$ cat config.mk
export PLATFORM = sky130hd
export DESIGN_NAME = me_window_scheduler
export DESIGN_NICKNAME = d
export VERILOG_FILES = /design/src/rtl/me_window_scheduler.sv
export SDC_FILE = /design/constraint.sdc
export NUM_CORES = 1
export LEC_CHECK = 0
export ABC_AREA = 1
export BUFFER_PORTS_ARGS = -buffer_cell sky130_fd_sc_hd__buf_2
export CAP_MARGIN = 20
export CORE_ASPECT_RATIO = 0.6
export CORE_MARGIN = 2
export CORE_UTILIZATION = 50
export CTS_CLUSTER_SIZE = 28
export DETAILED_ROUTE_END_ITERATION = 8
export MAX_ROUTING_LAYER = met4
export PLACE_DENSITY = 0.74
export SLEW_MARGIN = 20
export SYNTH_ARGS = -nofsm -noshare
export SYNTH_HDL_FRONTEND = slang
export SYNTH_SLANG_ARGS = --single-unit
$ cat constraint.sdc
create_clock -name clk_fsm -period 2.1 [get_ports clk_fsm]
set_input_delay 0.105 -clock clk_fsm [delete_from_list [all_inputs] [get_ports clk_fsm]]
set_output_delay 0.105 -clock clk_fsm [all_outputs]
set_load 0.1 [all_outputs]
$ cat src/rtl/me_window_scheduler.sv
// me_window_scheduler
// Frame-level sequencer for the motion-estimation search engine. For each
// accepted frame it launches NUM_WIN engine runs, supplies the window limit
// and 2-bit frame index, waits for each finish, and reports frame overruns
// and engine hangs.

module me_window_scheduler #(
  parameter int MSBI    = 13,
  parameter int NUM_WIN = 10,
  parameter int TO_W    = 24
) (
  input  logic            clk_fsm,
  input  logic            rst,
  input  logic            enable,
  input  logic            frame_ready,
  input  logic [MSBI:0]   win_limit_cfg,
  input  logic [TO_W-1:0] timeout_cfg,
  input  logic            clr_err,
  input  logic            me_finish,
  input  logic            me_idle,
  output logic            me_start,
  output logic [MSBI:0]   window_limit,
  output logic [1:0]      cont_img,
  output logic [3:0]      win_idx,
  output logic            busy,
  output logic            frame_done,
  output logic            overrun,
  output logic            timeout_err,
  output logic [2:0]      sched_state
);

  typedef enum logic [2:0] {
    S_IDLE       = 3'd0,
    S_WAIT_FRAME = 3'd1,
    S_ARM        = 3'd2,
    S_START      = 3'd3,
    S_RUN        = 3'd4,
    S_NEXT_WIN   = 3'd5,
    S_FRAME_DONE = 3'd6,
    S_ERROR      = 3'd7
  } state_t;

  localparam logic [3:0]      LAST_WIN = 4'(NUM_WIN - 1);
  localparam logic [TO_W-1:0] TO_MAX   = {TO_W{1'b1}};

  state_t          state;
  state_t          state_nxt;
  logic            pending;
  logic [TO_W-1:0] to_cnt;

  logic frame_go;
  logic to_hit;
  logic last_win;
  logic err_clear;

  // A frame is accepted from WAIT_FRAME either directly or from the pending flag
  assign frame_go  = (state == S_WAIT_FRAME) && enable && (frame_ready || pending);
  assign to_hit    = (timeout_cfg != '0) && (to_cnt == (timeout_cfg - TO_W'(1)));
  assign last_win  = (win_idx == LAST_WIN);
  assign err_clear = (state == S_ERROR) && clr_err;

  // State register
  always_ff @(posedge clk_fsm) begin
    if (rst) begin
      state <= S_IDLE;
    end else begin
      state <= state_nxt;
    end
  end

  // Next-state decode; enable is only looked at in IDLE, WAIT_FRAME, FRAME_DONE
  always_comb begin
    state_nxt = state;
    case (state)
      S_IDLE: begin
        if (enable) state_nxt = S_WAIT_FRAME;
      end
      S_WAIT_FRAME: begin
        if (!enable)      state_nxt = S_IDLE;
        else if (frame_go) state_nxt = S_ARM;
      end
      S_ARM: begin
        if (me_idle) state_nxt = S_START;
      end
      S_START: begin
        state_nxt = S_RUN;
      end
      S_RUN: begin
        if (me_finish)   state_nxt = S_NEXT_WIN;
        else if (to_hit) state_nxt = S_ERROR;
      end
      S_NEXT_WIN: begin
        state_nxt = last_win ? S_FRAME_DONE : S_ARM;
      end
      S_FRAME_DONE: begin
        state_nxt = enable ? S_WAIT_FRAME : S_IDLE;
      end
      S_ERROR: begin
        if (clr_err) state_nxt = S_IDLE;
      end
      default: state_nxt = S_IDLE;
    endcase
  end

  // Pending frame flag: a frame that arrives while not waiting for one
  always_ff @(posedge clk_fsm) begin
    if (rst) begin
      pending <= 1'b0;
    end else if (err_clear) begin
      pending <= 1'b0;
    end else if (state == S_WAIT_FRAME) begin
      if (frame_go) pending <= 1'b0;
    end else if (frame_ready) begin
      pending <= 1'b1;
    end
  end

  // Sticky overrun: a second frame while one is already pending
  always_ff @(posedge clk_fsm) begin
    if (rst) begin
      overrun <= 1'b0;
    end else if (err_clear) begin
      overrun <= 1'b0;
    end else if (frame_ready && pending && (state != S_WAIT_FRAME)) begin
      overrun <= 1'b1;
    end else if (clr_err) begin
      overrun <= 1'b0;
    end
  end

  // Run-length counter: counts cycles since the start pulse, saturating at all ones
  always_ff @(posedge clk_fsm) begin
    if (rst) begin
      to_cnt <= '0;
    end else if (state == S_ARM) begin
      to_cnt <= '0;
    end else if ((state == S_START) || (state == S_RUN)) begin
      if (to_cnt != TO_MAX) to_cnt <= to_cnt + TO_W'(1);
    end
  end

  // Sticky hang flag; a finish in the same cycle as the limit wins
  always_ff @(posedge clk_fsm) begin
    if (rst) begin
      timeout_err <= 1'b0;
    end else if (err_clear) begin
      timeout_err <= 1'b0;
    end else if ((state == S_RUN) && !me_finish && to_hit) begin
      timeout_err <= 1'b1;
    end
  end

  // Frame busy: set on accept, dropped at frame end or on leaving ERROR
  always_ff @(posedge clk_fsm) begin
    if (rst) begin
      busy <= 1'b0;
    end else if (frame_go) begin
      busy <= 1'b1;
    end else if ((state == S_FRAME_DONE) || err_clear) begin
      busy <= 1'b0;
    end
  end

  // Window limit is frozen at frame accept so mid-frame config changes are ignored
  always_ff @(posedge clk_fsm) begin
    if (rst) begin
      window_limit <= '0;
    end else if (frame_go) begin
      window_limit <= win_limit_cfg;
    end
  end

  // Window index: restarts at accept, advances after each non-final window
  always_ff @(posedge clk_fsm) begin
    if (rst) begin
      win_idx <= '0;
    end else if (frame_go) begin
      win_idx <= '0;
    end else if ((state == S_NEXT_WIN) && !last_win) begin
      win_idx <= win_idx + 4'd1;
    end
  end

  // Frame index advances mod 4 only on a completed frame
  always_ff @(posedge clk_fsm) begin
    if (rst) begin
      cont_img <= '0;
    end else if (state == S_FRAME_DONE) begin
      cont_img <= cont_img + 2'd1;
    end
  end

  assign me_start    = (state == S_START);
  assign frame_done  = (state == S_FRAME_DONE);
  assign sched_state = state;

endmodule

After elaboration in Yosys (flattened, before gate mapping)
Cells that the tools add are included.
{"block": "op_classes", "reduce_logical": 25, "eq_ne": 17, "mux": 17, "addsub": 4}
{"op": "$add 24x1->24 const B", "n": 1}
{"op": "$eq 24x24->1", "n": 1}
{"op": "$mux 3", "n": 8}
{"op": "$ne 24x24->1 const B", "n": 1}
{"op": "$pmux 3 s8", "n": 1}
{"op": "$reduce_bool 24->1", "n": 1}
{"op": "$sub 24x1->24 const B", "n": 1}
{"op": "$eq 3x3->1 const B", "n": 4}
{"op": "$logic_and 1x1->1", "n": 9}
{"op": "$mux 1", "n": 8}
{"op": "$ne 2x2->1 const B", "n": 4}
{"op": "$eq 3x2->1 const B", "n": 2}
{"op": "$ne 3x3->1 const B", "n": 2}
{"op": "$reduce_bool 2->1", "n": 3}
{"op": "$reduce_or 2->1", "n": 3}
{"op": "$reduce_and 5->1", "n": 1}
{"op": "$add 4x1->4 const B", "n": 1}
{"op": "$eq 4x4->1 const B", "n": 1}
{"op": "$reduce_and 2->1", "n": 2}
{"op": "$eq 3x1->1 const B", "n": 1}
{"op": "$logic_not 3->1", "n": 1}
{"op": "$logic_or 1x1->1", "n": 3}
{"op": "$ne 3x1->1 const B", "n": 1}
{"op": "$add 2x1->2 const B", "n": 1}
{"op": "$logic_not 1->1", "n": 2}
{"block": "word_totals", "regBits": 51, "output_inout_bits": 28}

Depth between registers and ports, before layout
{"block": "logic_depth", "depth_word": 6, "depth_mapped": 19, "depth_no_buf": 19}

Least setup slack after synthesis
No wires, ideal clock.
{"block": "synth_path", "path_type": "register -> register", "from": "reg state[2], in the netlist sched_state[2]", "to": "reg cont_img[1]", "slack_ns": -2.022, "stages_incl_launch_ff": 6, "setup_ns": 0.067, "t_arrival_ns": 4.056, "cell_sequence": "dfxtp_1 > inv_1 > nor3_1 > nand2_1 > xor2_1 > nor2_1"}
{"block": "synth_between", "elab_chain_cells": 1}
{"element": "start: declaration", "line": "46", "rtl": "state_t state;"}
{"element": "start signal: assignment", "line": "67", "rtl": "state <= state_nxt;"}
{"element": "$eq 3x3->1"}
{"element": "via frame_done", "line": "26", "rtl": "output logic frame_done,"}
{"element": "end signal: assignment", "line": "189", "rtl": "cont_img <= cont_img + 2'd1;"}
{"element": "end: declaration", "line": "23", "rtl": "output logic [1:0] cont_img,"}
The timed path passes the listed nets, and every way through them passes these cells.
A chain may end at the register's enable or synchronous reset.

Worst setup path after layout
{"block": "layout_path", "from": "reg to_cnt[6]", "to": "reg to_cnt[21]"}
{"block": "layout_between", "elab_chain_cells": 2}
{"element": "start: declaration", "line": "49", "rtl": "logic [TO_W-1:0] to_cnt;"}
{"element": "start signal: assignment", "line": "138", "rtl": "if (to_cnt != TO_MAX) to_cnt <= to_cnt + TO_W'(1);"}
{"element": "parallel branches: the longest is 2 deep, another holds $add 24x1->24"}
Several ways; the timed one is not identified.

==> impl_metrics.py <==
metrics = {
    "sta": {
        "worst_clock_skew_ns": 0.00772,
        "worstMarginPinSlew_ns": 0.632,
        "hold_viol": 0,
        "slew_violations": 0,
        "setup_ws_ns": 0.152,
        "timing.fmax_mhz": 513,
        "fin_crit_sh": 0.928,
        "finalSetupViolations": 0,
        "grt_setup_unrepaired": "false",
        "max_slew_margin": 0.578,
        "period_needed_ns": 1.95,
    },
    "worst_setup_path": {
        "crit_arrival_ns": 2.18,
        "reg2reg_from": "to_cnt[6]",
        "crit_path_end_kind": "flop",
        "crit_slowest_cell": "dfxtp_1",
        "cp_cell_sequence": "inv_1 > buf_4 > nor3_2 > nand3_1 > nor4_1 > nand2_1 > nor2_2 > nand4_1 > xor2_1 > nor2_1",
        "startpoint": "to_cnt[6]",
        "required_ns": 2.33,
        "cp_max_fo": 4,
        "critPathBufInv": 2,
        "max_stage_delay_ns": 0.37,
        "start_kind": "flop",
        "critical_path_class": "reg2reg",
        "path_delay_family": "simple AND/OR/NAND/NOR gates",
    },
    "synthesis": {
        "synth.largest_area_cell": "dfxtp_1",
        "syn_area_per_cell_um2": 6.21,
        "synth_top_area_share": 0.292,
        "yosysMostFrequentCell": "nand2_1",
        "ys_seq_area_frac": 0.292,
        "ys_warn_count": 0,
        "synthTopCellsByArea": "dfxtp_1 29%, nand2_1 17%, nor2_1 8.6%",
        "synth_ff_type": "dfxtp_1",
        "synthCells": 564,
        "synth-seq-cells": 51,
        "synthesis.nets": 614,
        "synth_edf_count": 0,
        "async_flop_share": 0,
        "synth.cell_area_um2": 3500,
        "ys_types": 35,
        "yosys-top-cells-count": "162 x nand2_1, 80 x nor2_1, 67 x inv_1, 51 x dfxtp_1, 42 x nand3_1",
    },
    "clock_network": {
        "post_cts.resized_instances": 0,
        "cts_buffer_depth": 2,
        "post_cts_buffers": 0,
        "cts.sinks": 51,
        "cts_tree": "done",
        "clk_latency_ns": 0.30,
        "h-tree-depth": 2,
        "hold_buffers": 0,
        "cts_buffers": 5,
        "cts-root-buf": "clkbuf_16",
        "clkSlewWorstSetupHoldPaths_ns": 0.07,
    },
    "power_and_ir_drop": {
        "p_leak_uw": 0.00205,
        "p_per_area_nw_per_um2": 743,
        "ir_drop_mv": 0.729,
        "finalPower_uw": 3190,
    },
    "global_routing": {
        "grt_pass1_wl_um": 16100,
        "antenna_found_initial": 0,
        "track_usage": 0.279,
        "grt_max_degree": 21,
        "gr-total-overflow": 0,
        "first_global_vias": 3284,
    },
    "finish": {
        "postLayoutCoreUtil": 0.637,
        "fill_cells": 662,
        "nets": 703,
        "drive_above_1_share": 0.245,
        "syn_to_final_growth_pct": 22.6,
        "final_cells": 741,
        "antennaDiodeCount": 0,
    },
    "floorplanning": {
        "ios": 73,
        "die_area_um2": 7710,
        "core_area_um2": 6730,
        "start_util": 0.520,
        "die_y_um": 68.8,
        "std_cell_rows": 23,
        "die_x_um": 112,
    },
    "routing": {
        "drtIter0Drc": 324,
        "drcViolationCount": 0,
        "vias_per_cell": 5.11,
        "antenna_left": 0,
        "via_count": 3787,
        "finalWirelength_um": 10200,
        "wl_per_cell_um": 13.8,
        "drtPass1Iterations": 5,
    },
    "hold_path": {
        "hold_class": "in2reg",
        "min_from": "win_limit_cfg[7]",
    },
    "placed_design": {
        "dp_slack_ns": 0.0900,
        "port_buffers": 72,
        "hpwl_um": 8520,
        "dpl.cell_count": 733,
        "gp_congestion": 0.960,
    },
    "flow_run": {
        "cap_viol_max_count": 0,
    },
    "run_status": {
        "status": "completed",
    },
}
-- state kept, by name (all words and copies together), names as in the netlist --
signal and count:
busy 1, cont_img 2, overrun 1, pending 1, sched_state 3, timeout_err 1
to_cnt 24, win_idx 4, window_limit 14
-- final cells by class --
class	instances	area [um2]	share of cell area
Multi-Input combinational cell	433	2240	0.522
Sequential cell	51	1040	0.242
Timing Repair Buffer	87	473	0.110
Inverter	75	284	0.0662
Clock buffer	5	125	0.0291
Tap cell	87	109	0.0254
Clock inverter	3	22.5	0.00525
-- path summary, 6_finish.rpt --
kind | end | slack, ns | depth (start not counted)
worst max-delay path | to_cnt[21] | 0.15 | 10
worst min-delay path | window_limit[7] | 0.03 | 3
worst max register to register | to_cnt[21] | 0.15 | 10
worst min register to register | window_limit[6] | 0.45 | 2
-- report_power, final --
| part | switching (uW) | total, uW | leakage [uW] | internal, uW |
|---|---|---|---|---|
| clock network | 384 | 832 | 0.0000746 | 449 |
| registers | 83.7 | 1140 | 0.000417 | 1060 |
| logic | 941 | 1210 | 0.00156 | 272 |
-- metal layers --
layer | GRT usage | part of all wire
met1 | 0.419 | 0.52
met2 | 0.368 | 0.39
met3 | 0.0726 | 0.086
met4 | 0.0564 | 0.0068
met5 | - | 0
-- tightest hold or removal path, cell delays in order --
cell	delay [ns]
buf_2	0.08
nand3_1	0.06
nand2_1	0.06
-- cell families (layout without fill, tap and decap cells) --
kind of cell | Yosys count | after routing | share of synthesized area
buf+inv | 80 | 170 | 0.0879
simple gates | 359 | 359 | 0.472
xor+xnor | 19 | 19 | 0.0514
fa+ha+maj | 5 | 5 | 0.0179
flops | 51 | 51 | 0.292
compound gates | 50 | 50 | 0.0790
-- through the flow --
| stage | setup TNS [ns] | cell area (um2) | hold slack (ns) |
|---|---|---|---|
| floorplan | -6.62 | 3560 | 0.177 |
| global placement | 0 | 4120 | 0.323 |
| detailed placement | 0 | 4120 | 0.323 |
| CTS | 0 | 4270 | 0.00196 |
| global route | 0 | 4290 | 0.0296 |
| finish | 0 | 4290 | 0.0281 |
-- layout by cell type (no fill, tap or decap), types with 3 or more instances in the layout --
cell and instances:
a21oi_1 22, buf_2 72, buf_4 15, clkbuf_16 5, dfxtp_1 44, dfxtp_2 3
dfxtp_4 4, ha_1 5, inv_1 67, inv_2 6, nand2_1 160, nand2_2 12
nand3_1 41, nand3b_1 6, nand4_1 11, nor2_1 78, nor2_2 14, nor2_4 7
nor3_1 11, nor3_2 5, o21a_1 3, o21ai_0 11, o21ai_1 7, xnor2_1 5
xor2_1 13
Power figures use the tool's default switching activity.
